### src/rtl/viterbi_pkg.sv
// Shared constants and types for the K=3, rate-1/2 (7,5) code.
// Used by the frame encoder and the decoder's branch-metric reference.
package viterbi_pkg;

  localparam int K = 3;
  localparam logic [K-1:0] G0 = 3'b111;
  localparam logic [K-1:0] G1 = 3'b101;

  typedef enum logic [1:0] {
    IDLE,
    ENCODE,
    DONE
  } state_e;

endpackage

### src/rtl/conv_encoder_frame_if.sv
// Request/result bundle between a frame source and conv_encoder_frame.
// The slave side is the encoder; the master side drives requests.
interface conv_encoder_frame_if #(
  parameter int SIZE_DATA_IN  = 8,
  parameter int SIZE_DATA_OUT = 16
);

  logic                     i_start;
  logic [SIZE_DATA_IN-1:0]  i_data;
  logic [SIZE_DATA_OUT-1:0] i_err_mask;
  logic [1:0]               o_sym;
  logic                     o_sym_valid;
  logic [SIZE_DATA_OUT-1:0] o_data;
  logic                     o_busy;
  logic                     o_done;

  modport master (
    output i_start,
    output i_data,
    output i_err_mask,
    input  o_sym,
    input  o_sym_valid,
    input  o_data,
    input  o_busy,
    input  o_done
  );

  modport slave (
    input  i_start,
    input  i_data,
    input  i_err_mask,
    output o_sym,
    output o_sym_valid,
    output o_data,
    output o_busy,
    output o_done
  );

endinterface

### src/rtl/conv_enc_core.sv
// K=3 convolutional encoder core: {d1,d2} history plus generator taps.
// Synchronous clear wins over enable so a new frame restarts from 00.
module conv_enc_core
  import viterbi_pkg::*;
(
  input  logic       clk,
  input  logic       rst_n,
  input  logic       en,
  input  logic       clr,
  input  logic       u,
  output logic [1:0] sym
);

  logic [K-2:0] hist;
  logic [K-1:0] win;

  assign win = {u, hist};
  assign sym = {^(win & G0), ^(win & G1)};

  always_ff @(posedge clk or negedge rst_n) begin
    if (!rst_n) begin
      hist <= '0;
    end else if (clr) begin
      hist <= '0;
    end else if (en) begin
      hist <= {u, hist[K-2:1]};
    end
  end

endmodule

### src/rtl/conv_encoder_frame.sv
// Frame-based (7,5) convolutional encoder: one message bit per cycle,
// MSB first, emitting the masked encoded word with a one-cycle done.
module conv_encoder_frame #(
  parameter int SIZE_DATA_IN  = 8,
  parameter int SIZE_DATA_OUT = 16
) (
  input  logic                  i_clk,
  input  logic                  i_rst_n,
  conv_encoder_frame_if.slave   bus
);

  import viterbi_pkg::*;

  localparam int CW = (SIZE_DATA_IN > 1) ? $clog2(SIZE_DATA_IN) : 1;
  localparam logic [CW-1:0] LAST = CW'(SIZE_DATA_IN - 1);

  state_e state, state_nxt;

  logic [SIZE_DATA_IN-1:0]  msg;
  logic [SIZE_DATA_OUT-1:0] mask;
  logic [SIZE_DATA_OUT-1:0] acc;
  logic [SIZE_DATA_OUT-1:0] acc_nxt;
  logic [SIZE_DATA_OUT-1:0] data_q;
  logic [CW-1:0]            cnt;
  logic [1:0]               sym;
  logic                     load;
  logic                     enc_en;
  logic                     last;

  assign load   = (state == IDLE) && bus.i_start;
  assign enc_en = (state == ENCODE);
  assign last   = (cnt == LAST);

  conv_enc_core u_core (
    .clk   (i_clk),
    .rst_n (i_rst_n),
    .en    (enc_en),
    .clr   (load),
    .u     (msg[SIZE_DATA_IN-1]),
    .sym   (sym)
  );

  // First symbol ends up in the top two bits after the final shift.
  assign acc_nxt = {acc[SIZE_DATA_OUT-3:0], sym};

  always_comb begin
    state_nxt = state;
    unique case (state)
      IDLE:    if (bus.i_start) state_nxt = ENCODE;
      ENCODE:  if (last) state_nxt = DONE;
      DONE:    state_nxt = IDLE;
      default: state_nxt = IDLE;
    endcase
  end

  always_ff @(posedge i_clk or negedge i_rst_n) begin
    if (!i_rst_n) begin
      state <= IDLE;
    end else begin
      state <= state_nxt;
    end
  end

  always_ff @(posedge i_clk or negedge i_rst_n) begin
    if (!i_rst_n) begin
      msg    <= '0;
      mask   <= '0;
      acc    <= '0;
      cnt    <= '0;
      data_q <= '0;
    end else if (load) begin
      msg  <= bus.i_data;
      mask <= bus.i_err_mask;
      acc  <= '0;
      cnt  <= '0;
    end else if (enc_en) begin
      msg <= {msg[SIZE_DATA_IN-2:0], 1'b0};
      acc <= acc_nxt;
      cnt <= cnt + 1'b1;
      // Publish on the final bit so o_data is already valid with o_done.
      if (last) data_q <= acc_nxt ^ mask;
    end
  end

  assign bus.o_sym       = enc_en ? sym : 2'b00;
  assign bus.o_sym_valid = enc_en;
  assign bus.o_busy      = (state != IDLE);
  assign bus.o_done      = (state == DONE);
  assign bus.o_data      = data_q;

endmodule

### src/flat_wrapper.sv
// flat-port wrapper written by rule: the top's interface ports become plain ports
module conv_encoder_frame_flat import viterbi_pkg::*;
#(
  parameter int SIZE_DATA_IN  = 8,
  parameter int SIZE_DATA_OUT = 16
)
  (i_clk, i_rst_n, bus_i_start, bus_i_data, bus_i_err_mask, bus_o_sym, bus_o_sym_valid, bus_o_data, bus_o_busy, bus_o_done);
  conv_encoder_frame_if #(.SIZE_DATA_IN(SIZE_DATA_IN), .SIZE_DATA_OUT(SIZE_DATA_OUT)) bus_i ();
  input  logic i_clk;
  input  logic i_rst_n;
  input wire logic [$bits(bus_i.i_start)-1:0] bus_i_start;
  input wire logic [$bits(bus_i.i_data)-1:0] bus_i_data;
  input wire logic [$bits(bus_i.i_err_mask)-1:0] bus_i_err_mask;
  output wire logic [$bits(bus_i.o_sym)-1:0] bus_o_sym;
  output wire logic [$bits(bus_i.o_sym_valid)-1:0] bus_o_sym_valid;
  output wire logic [$bits(bus_i.o_data)-1:0] bus_o_data;
  output wire logic [$bits(bus_i.o_busy)-1:0] bus_o_busy;
  output wire logic [$bits(bus_i.o_done)-1:0] bus_o_done;
  assign bus_i.i_start = bus_i_start;
  assign bus_i.i_data = bus_i_data;
  assign bus_i.i_err_mask = bus_i_err_mask;
  assign bus_o_sym = bus_i.o_sym;
  assign bus_o_sym_valid = bus_i.o_sym_valid;
  assign bus_o_data = bus_i.o_data;
  assign bus_o_busy = bus_i.o_busy;
  assign bus_o_done = bus_i.o_done;
  conv_encoder_frame #(.SIZE_DATA_IN(SIZE_DATA_IN), .SIZE_DATA_OUT(SIZE_DATA_OUT)) u_core (.i_clk(i_clk), .i_rst_n(i_rst_n), .bus(bus_i));
endmodule
### config.mk
export PLATFORM = sky130hd
export DESIGN_NAME = conv_encoder_frame_flat
export DESIGN_NICKNAME = d
export VERILOG_FILES = /design/src/rtl/viterbi_pkg.sv /design/src/rtl/conv_encoder_frame_if.sv /design/src/rtl/conv_enc_core.sv /design/src/rtl/conv_encoder_frame.sv /design/src/flat_wrapper.sv
export SDC_FILE = /design/constraint.sdc
export NUM_CORES = 1
export LEC_CHECK = 0
export CORE_MARGIN = 3
export CORE_UTILIZATION = 50
export DETAILED_ROUTE_END_ITERATION = 10
export PLACE_DENSITY = 0.76
export REMOVE_ABC_BUFFERS = 1
export SLEW_MARGIN = 5
export SYNTH_ARGS = -nofsm -noshare
export SYNTH_HDL_FRONTEND = slang
export SYNTH_SLANG_ARGS = --single-unit
export TNS_END_PERCENT = 5
### constraint.sdc
create_clock -name i_clk -period 1.55 [get_ports i_clk]
set_input_delay 0.31 -clock i_clk [delete_from_list [all_inputs] [get_ports i_clk]]
set_output_delay 0.31 -clock i_clk [all_outputs]
set_load 0.005 [all_outputs]
==> results.cfg, run 1 <==
[timing]
max_slew_margin_pct = 73.6
finalSetupViolations = 10
max_freq_mhz = 605
period_utilization_pct = 107
rsz_0062_raised_after_global_routing = yes
maxSlewViolCount = 0
finalHoldViolCount = 0
post-route-min-period_ns = 1.65
tightest_slew_ns = 0.395
final.setup.worst_slack_ns = -0.104
fin_skew_ns = 0.00413

[cells_and_area]
final-instance-count-excl-fill = 377
area.growth.synth_to_final_pct = 36.3
antenna-diode-count = 0
final_nets = 334
final_layout_size_suffix_gt1_share_pct = 21.3
final.fill_count = 368

[synth]
cell_taking_the_most_area_after_synthesis = sky130_fd_sc_hd__dfrtp_1
area_fraction_in_and_or_nand_and_nor_cells_after_synthesis_pct = 12.0
synth-seq-cells = 61
synthDominantCellAreaShare_pct = 58.5
dominant_combinational_cell_family_by_area_after_synthesis = simple AND/OR/NAND/NOR gates
ys_seq_area_share_pct = 58.5
largest_cells_by_area_after_synthesis = sky130_fd_sc_hd__dfrtp_1 59%, sky130_fd_sc_hd__o21ai_0 8.4%, sky130_fd_sc_hd__nand2_1 8.2%, sky130_fd_sc_hd__mux2_2 6.9%, sky130_fd_sc_hd__xnor2_1 5.7%
multiplexer_share_of_the_synthesized_area_pct = 6.91
synth-adder-area-share_pct = 0.960
ys_types = 24
synthXorXnorAreaFrac_pct = 6.38
synth_cells = 240
syn_warnings = 0
syn_area_mm2 = 0.00261
synth_area_per_cell_um2 = 10.9
share_of_the_synthesized_area_in_compound_gates_ao_oa_aoi_oai_pct = 11.9

[clocking]
tritoncts.num_buffers = 9
clk_transition_reported_paths_ns = 0.06
total_number_of_h_tree_levels = 3
cts_num_sinks = 61
clk_root_buffer_cell = sky130_fd_sc_hd__clkbuf_8
cts_tree = built
max-clock-path-buffers = 2
clk-insertion-delay-late_ns = 0.33

[power]
power.share.combinational_pct = 38.3
netSwitchingPower_w = 0.00236
power.density_cell_area_mw_per_mm2 = 2090
pwr-share-clk_pct = 22.6
ir_worst_vdd_mv = 1.02
p_leak_nw = 1.59
total_power_w = 0.00742
cell_internal_pwr_w = 0.00506
sequentialPowerShare_pct = 39.0
swShare_pct = 31.8

[worst_setup_path]
crit_path_max_fanout = 2
startpoint_class_of_the_critical_path = flop
path_cells = xnor2_2, xor2_2, nor2_1, buf_2
timing.setup.critical_path_class = reg2out
critical_path.top_delay_family = XOR/XNOR gates
setup_crit_end_kind = output pin
critical_path_arrival_ns = 1.34
critical_path_s_slowest_cell = sky130_fd_sc_hd__dfrtp_1
critical_path_required_ns = 1.24
worst-path-buf-inv = 1
cp_slowest_stage_delay_ns = 0.41

[routing]
detail-route-antenna-nets = 0
drt_wl_total_um = 5460
drtPass1Iterations = 5
num_vias = 1956
detail_route.drc_violations = 0
routed_via_density = 5.19
drt_iter0_markers = 119
detail_route.wl_per_cell_um = 14.5

[placed_design]
place.gp.congestion = 0.755
placed_cells = 357
detailedPlacementHpwl_um = 3410
io_buffers = 47

[die]
floorplan.initialDensity_pct = 53.4
die_height_um = 78.2
io-pin-count = 48
rows = 25
die_footprint_mm2 = 0.00612
floorplan.die.width_um = 78.2
placeable_core_region_mm2 = 0.00488

[global_routing]
via_count_of_the_first_global_routing_pass = 1962
groute.usage.overall_pct = 19.7
grt_pass1_wl_um = 9300
gr-total-overflow = 0
maximum_number_of_pins_on_one_net_before_global_route_repair = 62
number_of_antenna_violations_at_the_first_check_in_global_routing = 0

[worst_hold_path]
min-delay-path-class = reg2reg

[run]
cap_viol_max_count = 0

[run_status]
status = complete, but fails checks
violations = setup timing
sequential cells by signal (all words and copies together) (netlist names):
| register | count |
|---|---|
| u_core.cnt | 3 |
| u_core.u_core.hist | 2 |
| u_core.msg | 8 |
| u_core.acc | 14 |
| u_core.state | 2 |
| u_core.mask | 16 |
| u_core.bus.o_data | 16 |
metrics by stage:
stage	utilization [%]	setup TNS, ns	setup WS, ns	cell area, um^2	hold slack, ns
3_5_place_dp	65.9	-4.45	-0.215	3210	0.339
4_1_cts	72.1	-0.535	-0.152	3520	0.484
6_report	72.8	-0.307	-0.104	3550	0.481
5_1_grt	72.8	-1.08	-0.187	3550	0.521
2_1_floorplan	-	-12.22	-0.366	2530	0.0144
3_3_place_gp	65.9	-3.58	-0.168	3210	0.339
placed cells by master (no fill, tap or decap), types with 2 or more instances in the layout:
cell                              count
sky130_fd_sc_hd__a221o_1              6
sky130_fd_sc_hd__buf_2                2
sky130_fd_sc_hd__buf_4               14
sky130_fd_sc_hd__buf_6                4
sky130_fd_sc_hd__bufinv_16            2
sky130_fd_sc_hd__clkbuf_2             3
sky130_fd_sc_hd__clkbuf_8            13
sky130_fd_sc_hd__clkdlybuf4s50_1     39
sky130_fd_sc_hd__dfrtp_1             60
sky130_fd_sc_hd__dlymetal6s2s_1       2
sky130_fd_sc_hd__ha_1                 2
sky130_fd_sc_hd__inv_1                2
sky130_fd_sc_hd__mux2_2               8
sky130_fd_sc_hd__mux2_4               8
sky130_fd_sc_hd__nand2_1             57
sky130_fd_sc_hd__nand2b_1             7
sky130_fd_sc_hd__nor2_2               2
sky130_fd_sc_hd__o21ai_0             44
sky130_fd_sc_hd__xnor2_1             16
per-layer routing:
layer | track usage [%] | up-vias | share of wire, %
met5 | 0 | - | 0
met3 | 4.24 | 12 | 4.7
met1 | 24.8 | 957 | 45
met4 | 9.79 | 0 | 2.0
met2 | 32.4 | 54 | 48
li1 | - | 933 | -
worst register-to-register path, delay by kind of cell, from the launching register on:
family / cells / cell delay [ns]
buf+inv: 3 / 0.49
flops: 1 / 0.40
mux: 1 / 0.36
simple gates: 1 / 0.22
final cells by class:
type                            count  area (um^2)  share of cell area (%)
Tap cell                           67         83.8                    2.36
Clock buffer                       13          179                    5.03
Clock inverter                      3         65.1                    1.83
Multi-Input combinational cell    163         1060                    29.7
Timing Repair Buffer               67          631                    17.7
Sequential cell                    61         1530                    43.0
Inverter                            3         11.3                   0.317
power groups by stage:
stage | sequential [W] | clock, W | combinational (W)
after CTS | 0.00289 | 0.00170 | 0.00279
after global routing | 0.00299 | 0.00178 | 0.00317
after detailed placement | 0.00287 | 0 | 0.00270
final | 0.00289 | 0.00168 | 0.00285
after floorplan | 0.00282 | 0 | 0.00145
after global placement | 0.00285 | 0 | 0.00259
synth_stat cells (all sizes together):
| cell type | number |
|---|---|
| a221o | 6 |
| buf | 9 |
| o21bai | 1 |
| mux2 | 16 |
| or2 | 1 |
| nor3b | 1 |
| nand3b | 1 |
| ha | 2 |
| nand2 | 57 |
| o311ai | 1 |
| clkbuf | 4 |
| xor2 | 2 |
| nor2 | 3 |
| o21ai | 45 |
| dfrtp | 61 |
| a22oi | 1 |
| nor2b | 1 |
| nand2b | 8 |
| inv | 3 |
| xnor2 | 17 |
worst paths after layout:
check,from,to,slack [ns],cells after the start
worst max-delay path,u_core.msg[7],bus_o_sym[1],-0.10,4
worst min-delay path,u_core.bus.o_data[12],u_core.bus.o_data[12],0.48,2
worst max register to register,u_core.state[1],u_core.mask[7],-0.02,5
worst min register to register,u_core.bus.o_data[12],u_core.bus.o_data[12],0.48,2
max in group asynchronous,i_rst_n,u_core.state[0],0.76,3
min in group asynchronous,i_rst_n,u_core.bus.o_data[13],0.52,3
timing repair:
item                                    CTS  global route
buffers inserted                          3             0
cloned                                    0             0
hold buffers                              1             0
endpoints found under the setup margin    7            29
hold endpoints to repair                 61             0
pin swaps                                 3             3
resized for setup                        20            18
cells by family (layout without fill, tap and decap cells):
kind of cell | after synthesis | in the layout
mux | 16 | 16
compound gates | 54 | 54
simple gates | 72 | 72
xor+xnor | 19 | 19
fa+ha+maj | 2 | 2
buf+inv | 16 | 86
flops | 61 | 61
(Power assumes the default switching activity.)
==> inputs of run 2 (changes only) <==
CORE_UTILIZATION = 45   (was 50)
PLACE_DENSITY = 0.69   (was 0.76)
==> run 2 against run 1 <==
The run still ends with setup timing left. Sequential power barely moved. Global-route usage down 2.6 points. Critical endpoint unchanged. Count of clock-buffer cells in the layout increased by 1. Wire length down 4.3%. First-iteration DRC count up 45%. Sequential share of layout area increased by 0.41 points.
==> results.cfg, run 2 (synthesis results as in run 1) <==
[timing]
rsz_0062_raised_after_global_routing = yes
post-route-min-period_ns = 1.68
max_freq_mhz = 595
tightest_slew_ns = 0.379
fin_skew_ns = 0.00441
finalHoldViolCount = 0
maxSlewViolCount = 0
max_slew_margin_pct = 74.7
final.setup.tns_ns = -0.244
fin_worst_hold_slack_ns = 0.475
final.setup.worst_slack_ns = -0.132
period_utilization_pct = 109
finalSetupViolations = 3

[power]
total_power_w = 0.00710
power.density_cell_area_mw_per_mm2 = 2020
pwr-share-clk_pct = 16.0
ir_worst_vdd_mv = 0.970
p_leak_nw = 1.56
netSwitchingPower_w = 0.00233
cell_internal_pwr_w = 0.00476
swShare_pct = 32.9
power.share.combinational_pct = 43.7
sequentialPowerShare_pct = 40.3

[die]
floorplan.die.width_um = 82.1
die_height_um = 82.1
placeable_core_region_mm2 = 0.00557
die_footprint_mm2 = 0.00674
io-pin-count = 48
rows = 27
floorplan.initialDensity_pct = 46.8

[placed_design]
io_buffers = 47
detailedPlacementHpwl_um = 3280
place.gp.congestion = 0.780

[clocking]
clk-insertion-delay-late_ns = 0.32
cts_tree = built
tritoncts.num_buffers = 9
clk_transition_reported_paths_ns = 0.06
max-clock-path-buffers = 2
clk_root_buffer_cell = sky130_fd_sc_hd__clkbuf_8
total_number_of_h_tree_levels = 3
cts_num_sinks = 61

[run_status]
status = complete, but fails checks
violations = setup timing

[cells_and_area]
commonest_cells_after_routing_fill_and_taps_aside = 61 x sky130_fd_sc_hd__dfrtp_1, 57 x sky130_fd_sc_hd__nand2_1, 43 x sky130_fd_sc_hd__o21ai_0
leading_cell_type_in_the_layout_fill_and_taps_excluded = sky130_fd_sc_hd__dfrtp_1
final.fill_count = 447
area.growth.synth_to_final_pct = 34.9
final_nets = 337
antenna-diode-count = 0
final_layout_size_suffix_gt1_share_pct = 19.8

[global_routing]
via_count_of_the_first_global_routing_pass = 1849
groute.usage.overall_pct = 17.2
grt_pass1_wl_um = 8620
gr-total-overflow = 0
maximum_number_of_pins_on_one_net_before_global_route_repair = 62
number_of_antenna_violations_at_the_first_check_in_global_routing = 0

[worst_setup_path]
timing.setup.critical_path_class = reg2out
path_cells = xnor2_2, xor2_2, nor2_1, clkbuf_2
crit-reg2reg-launch = u_core.state[0]
critical_path_arrival_ns = 1.37
critical_path_s_slowest_cell = sky130_fd_sc_hd__dfrtp_1
startpoint_class_of_the_critical_path = flop
setup_crit_end_kind = output pin
cp_slowest_stage_delay_ns = 0.41
worst_setup_path_startpoint = u_core.msg[7]
r2r.worst_path.cells = 5
crit_path_max_fanout = 2
critical_path_required_ns = 1.24

[routing]
num_vias = 1896
drt_iter0_markers = 173
routed_via_density = 4.92
detail_route.wl_per_cell_um = 13.6
detail_route.drc_violations = 0
detail-route-antenna-nets = 0
drtPass1Iterations = 4
drt_wl_total_um = 5220

[worst_hold_path]
min-delay-path-class = reg2reg
hold_path_depth = 2
worst_hold_startpoint = u_core.bus.o_data[6]

[run]
cap_viol_max_count = 0
[run 2: changes by cell type in the layout (fill, tap and decap cells not counted), sizes merged]
cell and change:
bufinv -2, buf +4, clkdlybuf4s15 -1, dlygate4sd2 +1, clkdlybuf4s50 +2, clkinv +1, dlymetal6s2s -2
[run 2: worst max-delay path, delay by kind of cell, from the launching register on]
kind | cells | cell delay [ns]
XOR/XNOR | 2 | 0.47
AND/OR/NAND/NOR | 1 | 0.06
buffers and inverters | 1 | 0.11
flip-flops | 1 | 0.41
[run 2: final cells by class]
class	count	area, um^2	area share, %
Multi-Input combinational cell	163	1070	30.4
Inverter	3	11.3	0.320
Clock inverter	2	10.0	0.284
Clock buffer	14	143	4.05
Sequential cell	61	1530	43.4
Timing Repair Buffer	70	668	19.0
Tap cell	72	90.1	2.56
[run 2: what timing repair did]
action / CTS / global route
endpoints found under the hold margin: 61 / 0
setup buffers: 5 / 3
gates resized for setup: 19 / 19
pin swaps: 3 / 2
hold buffers: 1 / 0
setup endpoints to repair: 5 / 30
[run 2: power by group through the flow]
| stage | Combinational, W | Sequential (W) | Clock, W |
|---|---|---|---|
| floorplan | 0.00145 | 0.00282 | 0 |
| global placement | 0.00265 | 0.00284 | 0 |
| detailed placement | 0.00271 | 0.00287 | 0 |
| CTS | 0.00289 | 0.00285 | 0.00118 |
| global route | 0.00344 | 0.00295 | 0.00124 |
| finish | 0.00310 | 0.00286 | 0.00113 |
[run 2: path summary, 6_finish.rpt]
| kind | to | slack [ns] |
|---|---|---|
| worst min-delay path | u_core.bus.o_data[6] | 0.48 |
| max in group asynchronous | u_core.bus.o_data[3] | 0.76 |
| min in group asynchronous | u_core.bus.o_data[15] | 0.54 |
| worst min register to register | u_core.bus.o_data[6] | 0.48 |
| worst max register to register | u_core.mask[12] | -0.01 |
| worst max-delay path | bus_o_sym[1] | -0.13 |
[run 2: per-layer routing]
layer	wire length, um	up-vias	GRT usage (%)	part of all wire, %
met2	2470	48	26.9	47
met1	2410	903	22.3	46
met3	256	7	3.90	4.9
li1	-	938	-	-
met4	84	0	8.97	1.6
met5	0	-	0	0
[run 2: stage by stage]
stage	worst slack, ns	utilization [%]	instances	cell area, um^2
2_1_floorplan	-0.366	-	227	2530
3_3_place_gp	-0.147	58.1	361	3240
3_5_place_dp	-0.162	58.1	361	3240
4_1_cts	-0.169	61.9	383	3450
5_1_grt	-0.196	63.1	385	3520
6_report	-0.132	63.1	385	3520
==> RTL edit 1, RTL diff (settings of run 2) <==
`SIZE_DATA_OUT` is set to 16 in 3 places; all go to 32.
--- a/src/rtl/conv_encoder_frame_if.sv
+++ b/src/rtl/conv_encoder_frame_if.sv
@@ -3,5 +3,5 @@
 interface conv_encoder_frame_if #(
   parameter int SIZE_DATA_IN  = 8,
-  parameter int SIZE_DATA_OUT = 16
+  parameter int SIZE_DATA_OUT = 32
 );
 
--- a/src/rtl/conv_encoder_frame.sv
+++ b/src/rtl/conv_encoder_frame.sv
@@ -3,5 +3,5 @@
 module conv_encoder_frame #(
   parameter int SIZE_DATA_IN  = 8,
-  parameter int SIZE_DATA_OUT = 16
+  parameter int SIZE_DATA_OUT = 32
 ) (
   input  logic                  i_clk,
--- a/src/flat_wrapper.sv
+++ b/src/flat_wrapper.sv
@@ -3,5 +3,5 @@
 #(
   parameter int SIZE_DATA_IN  = 8,
-  parameter int SIZE_DATA_OUT = 16
+  parameter int SIZE_DATA_OUT = 32
 )
   (i_clk, i_rst_n, bus_i_start, bus_i_data, bus_i_err_mask, bus_o_sym, bus_o_sym_valid, bus_o_data, bus_o_busy, bus_o_done);
Interface: changed (resized bus_i_err_mask and bus_o_data); port bits go from 48 to 80. No check against the original RTL was run, so the function may have changed too.
==> RTL edit 1 against run 2 <==
The run still ends with setup timing left. Sequential share of layout area up 3.1 points. Area after synthesis grew 74%. Sequential power increased by 77%. Fmax is 1.9% lower. Final area is 67% higher. Worst setup slack worse by 0.032 ns. Sequential cell count is 48 higher. Power is 60% higher. Routed wire length grew 73%. Critical path type unchanged. Critical endpoint unchanged. Highest routed layer unchanged.
==> RTL edit 1: results (changes against run 2) <==
Post-CTS Resized: 54 (+35)
Met3 wire len: 455 µm (+78%)
Clock slew at reported path FFs: 0.10 ns (+0.04 ns)
Vias per std cell: 4.93 (about the same)
Status: finished, violations left
Top delay family on crit path: flip-flops
Met2 Use GR: 0.271 (+0.00206)
Hold Crit Class: in -> async
Worst Hold Margin: 0.262 ns (-0.213 ns)
Synth cell count leaders: 109 x dfrtp_1, 105 x nand2_1, 76 x o21ai_0
DP Wirelength: 6030 µm (+84%)
Sw frac: 0.338 (+0.00876)
Clk_lat worst skew: 0.38 ns (+0.06 ns)
Adder-Cell Fraction of Synth Area: 0.00551 (-0.00409)
Filler cell count: 846 (+89%)
Met2 wire length: 4140 µm (+68%)
Fmax: 0.583 GHz (-1.9%)
Comb power frac: 0.385 (-0.052)
Number of global-route vias before repair: 3298 (+78%)
Largest net degree at the start of global routing: 109 (+76%)
Area contributors post-synth: dfrtp_1 60%, nand2_1 8.7%, o21ai_0 8.4%
Cell area power density: 1930 nW/µm² (-4.3%)
IO Port Bufs: 79 (+68%)
Slew margin rel.: 0.631 (-0.116)
Post-synthesis xor/xnor area fraction: 0.0686 (+0.00474)
Setup bufs post-CTS: 3 (-2)
Initial antenna violation count: 0 (unchanged)
Seq/Total Area, Yosys: 0.600 (+0.0148)
First-pass GRT wire length: 15500 µm (+80%)
Synthesized instance count: 410 (+71%)
Clock power share: 0.168 (+0.008)
Net switching power figure: 3.83 mW (+64%)
Antenna diodes: 0 (unchanged)
Area after DPL: 5600 µm² (+73%)
Reg2reg path depth: 4 (-1)
Final Worst Setup Slack: -0.164 ns (-0.0322 ns)
Layout cells sized above 1: 0.130 (-0.0684)
DR pass1 iterations: 4 (unchanged)
R2r endpoint: u_core.mask[31]
M1 GR Usage: 0.236 (+0.0133)
Initial DRC Count: 123 (-29%)
Failing checks: setup timing
Placed Instances: 622 (+72%)
Final nets: 549 (+63%)
Metal1 wirelength: 4290 µm (+78%)
Final setup viols: 25 (+22)
Leakage: 2.63 nW (+68%)
Worst clock skew: 0.00796 ns (+0.00354 ns)
Synth Area in Compound Gates: 0.103 (-0.0153)
Gr usage total: 0.172 (about the same)
Crit. Startpoint: u_core.u_core.hist[1]
Critical path arrival: 1.40 ns (+0.03 ns)
DR WL/cell: 14.0 µm (+3.6%)
GP Congestion: 0.748 (-4.1%)
Mux cell area share after synthesis: 0.0793 (+0.0102)
Peak supply drop: 1.06 mV (+8.9%)
Pre-CTS setup slack: -0.237 ns (-0.0746 ns)
Netlist cell types: 27 (+13%)
## RTL edit 1: cell types whose count changed in the layout (fill, tap and decap cells not counted), sizes merged, moves of 5 or more
cell / before / now
nand2: 57 / 105
o21ai: 45 / 77
dlygate4sd2: 1 / 28
buf: 25 / 30
mux2: 16 / 32
xnor2: 17 / 31
dfrtp: 61 / 109
## RTL edit 1: area by class of cell
| type | count | area share |
|---|---|---|
| Sequential cell | 109 | 0.465 |
| Multi-Input combinational cell | 274 | 0.291 |
| Timing Repair Buffer | 107 | 0.176 |
| Tap cell | 133 | 0.0283 |
| Clock buffer | 9 | 0.0211 |
| Clock inverter | 7 | 0.0168 |
| Inverter | 3 | 0.00192 |
## RTL edit 1: cell families (layout without fill, tap and decap cells)
logic type / count (synthesis) / in the layout
AOI/OAI and AO/OA: 86 / 86
xor gates and xnor gates: 34 / 34
adders and majority gates: 2 / 2
buffers and inverters: 27 / 126
DFF: 109 / 109
muxes: 32 / 32
and+or+nand+nor: 120 / 120
==> RTL edit 2, RTL diff (config.mk and constraints of run 2) <==
Without the edit above. The 3 states of `state_e` get a one-hot encoding in 3 bits.
--- a/src/rtl/viterbi_pkg.sv
+++ b/src/rtl/viterbi_pkg.sv
@@ -7,8 +7,8 @@
   localparam logic [K-1:0] G1 = 3'b101;
 
-  typedef enum logic [1:0] {
-    IDLE,
-    ENCODE,
-    DONE
+  typedef enum logic [2:0] {
+    IDLE   = 3'b001,
+    ENCODE = 3'b010,
+    DONE   = 3'b100
   } state_e;
 
Check against the original RTL: same outputs for any inputs over 10 cycles, from zero or initial values and one cycle with i_rst_n low; not proved beyond that.
==> RTL edit 2 against run 2 <==
The flow still finishes with violations (setup timing). Sequential cell count increased by 1. Via count decreased by 0.69%. Power decreased by 21%. Worst setup slack got worse by 0.12 ns. Routed wire length increased by 7.6%. Area after synthesis increased by 0.67%. Count of clock-buffer cells in the layout decreased by 4. Final area increased by 2.1%. Critical endpoint unchanged. Highest routed layer unchanged.
==> RTL edit 2: results (changes against run 2) <==
Status: finished, violations left
Failing checks: setup timing
Initial DRC Count: 70 (-60%)
Max Fanout on Critical Path: 3 (+1)
Drt total wl: 5620 µm (+7.6%)
First-pass GRT wire length: 9510 µm (+10%)
Gr usage total: 0.193 (+0.0216)
Clock sinks: 62 (+1.6%)
Layout clock buffer count: 10 (-4)
Reg2reg path depth: 6 (+1)
Final Worst Setup Slack: -0.250 ns (-0.118 ns)
Worst Tran Pin Value: 0.410 ns (+0.0312 ns)
Register area: 1550 µm² (+1.7%)
Leakage: 1.87 nW (+20%)
Seq/Total Area, Yosys: 0.592 (+0.00610)
Vias per std cell: 5.03 (+2.2%)
Final setup viols: 34 (+31)
Buffering overhead: 0.199 (+0.00892)
ClkCell Share: 0.0522 (+0.00884)
Slowest cell on the critical path: or3b_4
Sw frac: 0.301 (-0.0284)
Largest net degree at the start of global routing: 28 (-55%)
Synth cell count leaders: 61 x dfrtp_1, 39 x nand2_1, 35 x a21oi_1
Top delay family on crit path: simple AND/OR/NAND/NOR gates
M1 GR Usage: 0.231 (+0.00832)
RTL edit 2: changes by cell type after synthesis, sizes merged, moves of 2 or more:
| cell | run 2 | this run |
|---|---|---|
| a21o | 0 | 6 |
| a21oi | 0 | 35 |
| a221o | 6 | 0 |
| a22o | 0 | 6 |
| buf | 9 | 11 |
| nand2 | 57 | 40 |
| nand2b | 8 | 0 |
| nor2 | 3 | 18 |
| o21ai | 45 | 1 |
RTL edit 2: through the flow:
stage / instance area [µm²] / TNS (ns) / utilization / instances / power, mW
floorplan: 2530 / -38.89 / - / 216 / 3.38
global placement: 3290 / -3.71 / 0.590 / 355 / 4.04
detailed placement: 3290 / -4.22 / 0.590 / 355 / 4.10
CTS: 3540 / -2.20 / 0.635 / 373 / 5.62
global route: 3590 / -5.57 / 0.645 / 374 / 5.96
finish: 3590 / -1.99 / 0.645 / 374 / 5.60
RTL edit 2: repair_timing:
item | CTS | global route
resized for setup | 31 | 23
setup buffers | 2 | 1
endpoints found under the hold margin | 11 | 0
setup endpoints to repair | 38 | 75
hold buffers | 1 | 0
cloned | 0 | 0
pin swaps | 3 | 1
RTL edit 2: power groups by stage:
stage | clock (mW) | sequential [mW] | combinational [mW]
after floorplan | 0 | 2.32 | 1.06
after global placement | 0 | 2.35 | 1.69
after detailed placement | 0 | 2.38 | 1.72
after CTS | 1.40 | 2.36 | 1.86
after global routing | 1.47 | 2.43 | 2.07
final | 1.36 | 2.36 | 1.88
RTL edit 2: cell families after synthesis:
kind of cell	after synthesis	share of synthesized area
AND/OR/NAND/NOR	63	0.103
multiplexers	17	0.0729
flip-flops	62	0.592
buffers and inverters	17	0.0419
adder cells (fa/ha/maj)	2	0.00953
AO/OA/AOI/OAI	49	0.109
XOR/XNOR	20	0.0724
RTL edit 2: layer usage:
layer | up-vias | wire length (µm)
li1 | 903 | -
met3 | 6 | 297
met1 | 928 | 2420
met5 | - | 0
met2 | 46 | 2850
met4 | 0 | 48
RTL edit 2: worst reg2reg max path, cell delays in order, from the launching register on:
cell	delay [ns]
dfrtp_1	0.40
or3b_4	0.41
clkinv_4	0.07
buf_6	0.10
buf_4	0.28
nor2_4	0.11
a21o_1	0.19
RTL edit 2: worst paths after layout:
kind	start	endpoint
worst max-delay path	u_core.state[2]	bus_o_sym[1]
worst min-delay path	i_rst_n	u_core.state[1]
worst max register to register	u_core.state[2]	u_core.msg[4]
worst min register to register	u_core.msg[1]	u_core.msg[1]
max in group asynchronous	i_rst_n	u_core.mask[6]
min in group i_clk	u_core.msg[1]	u_core.msg[1]
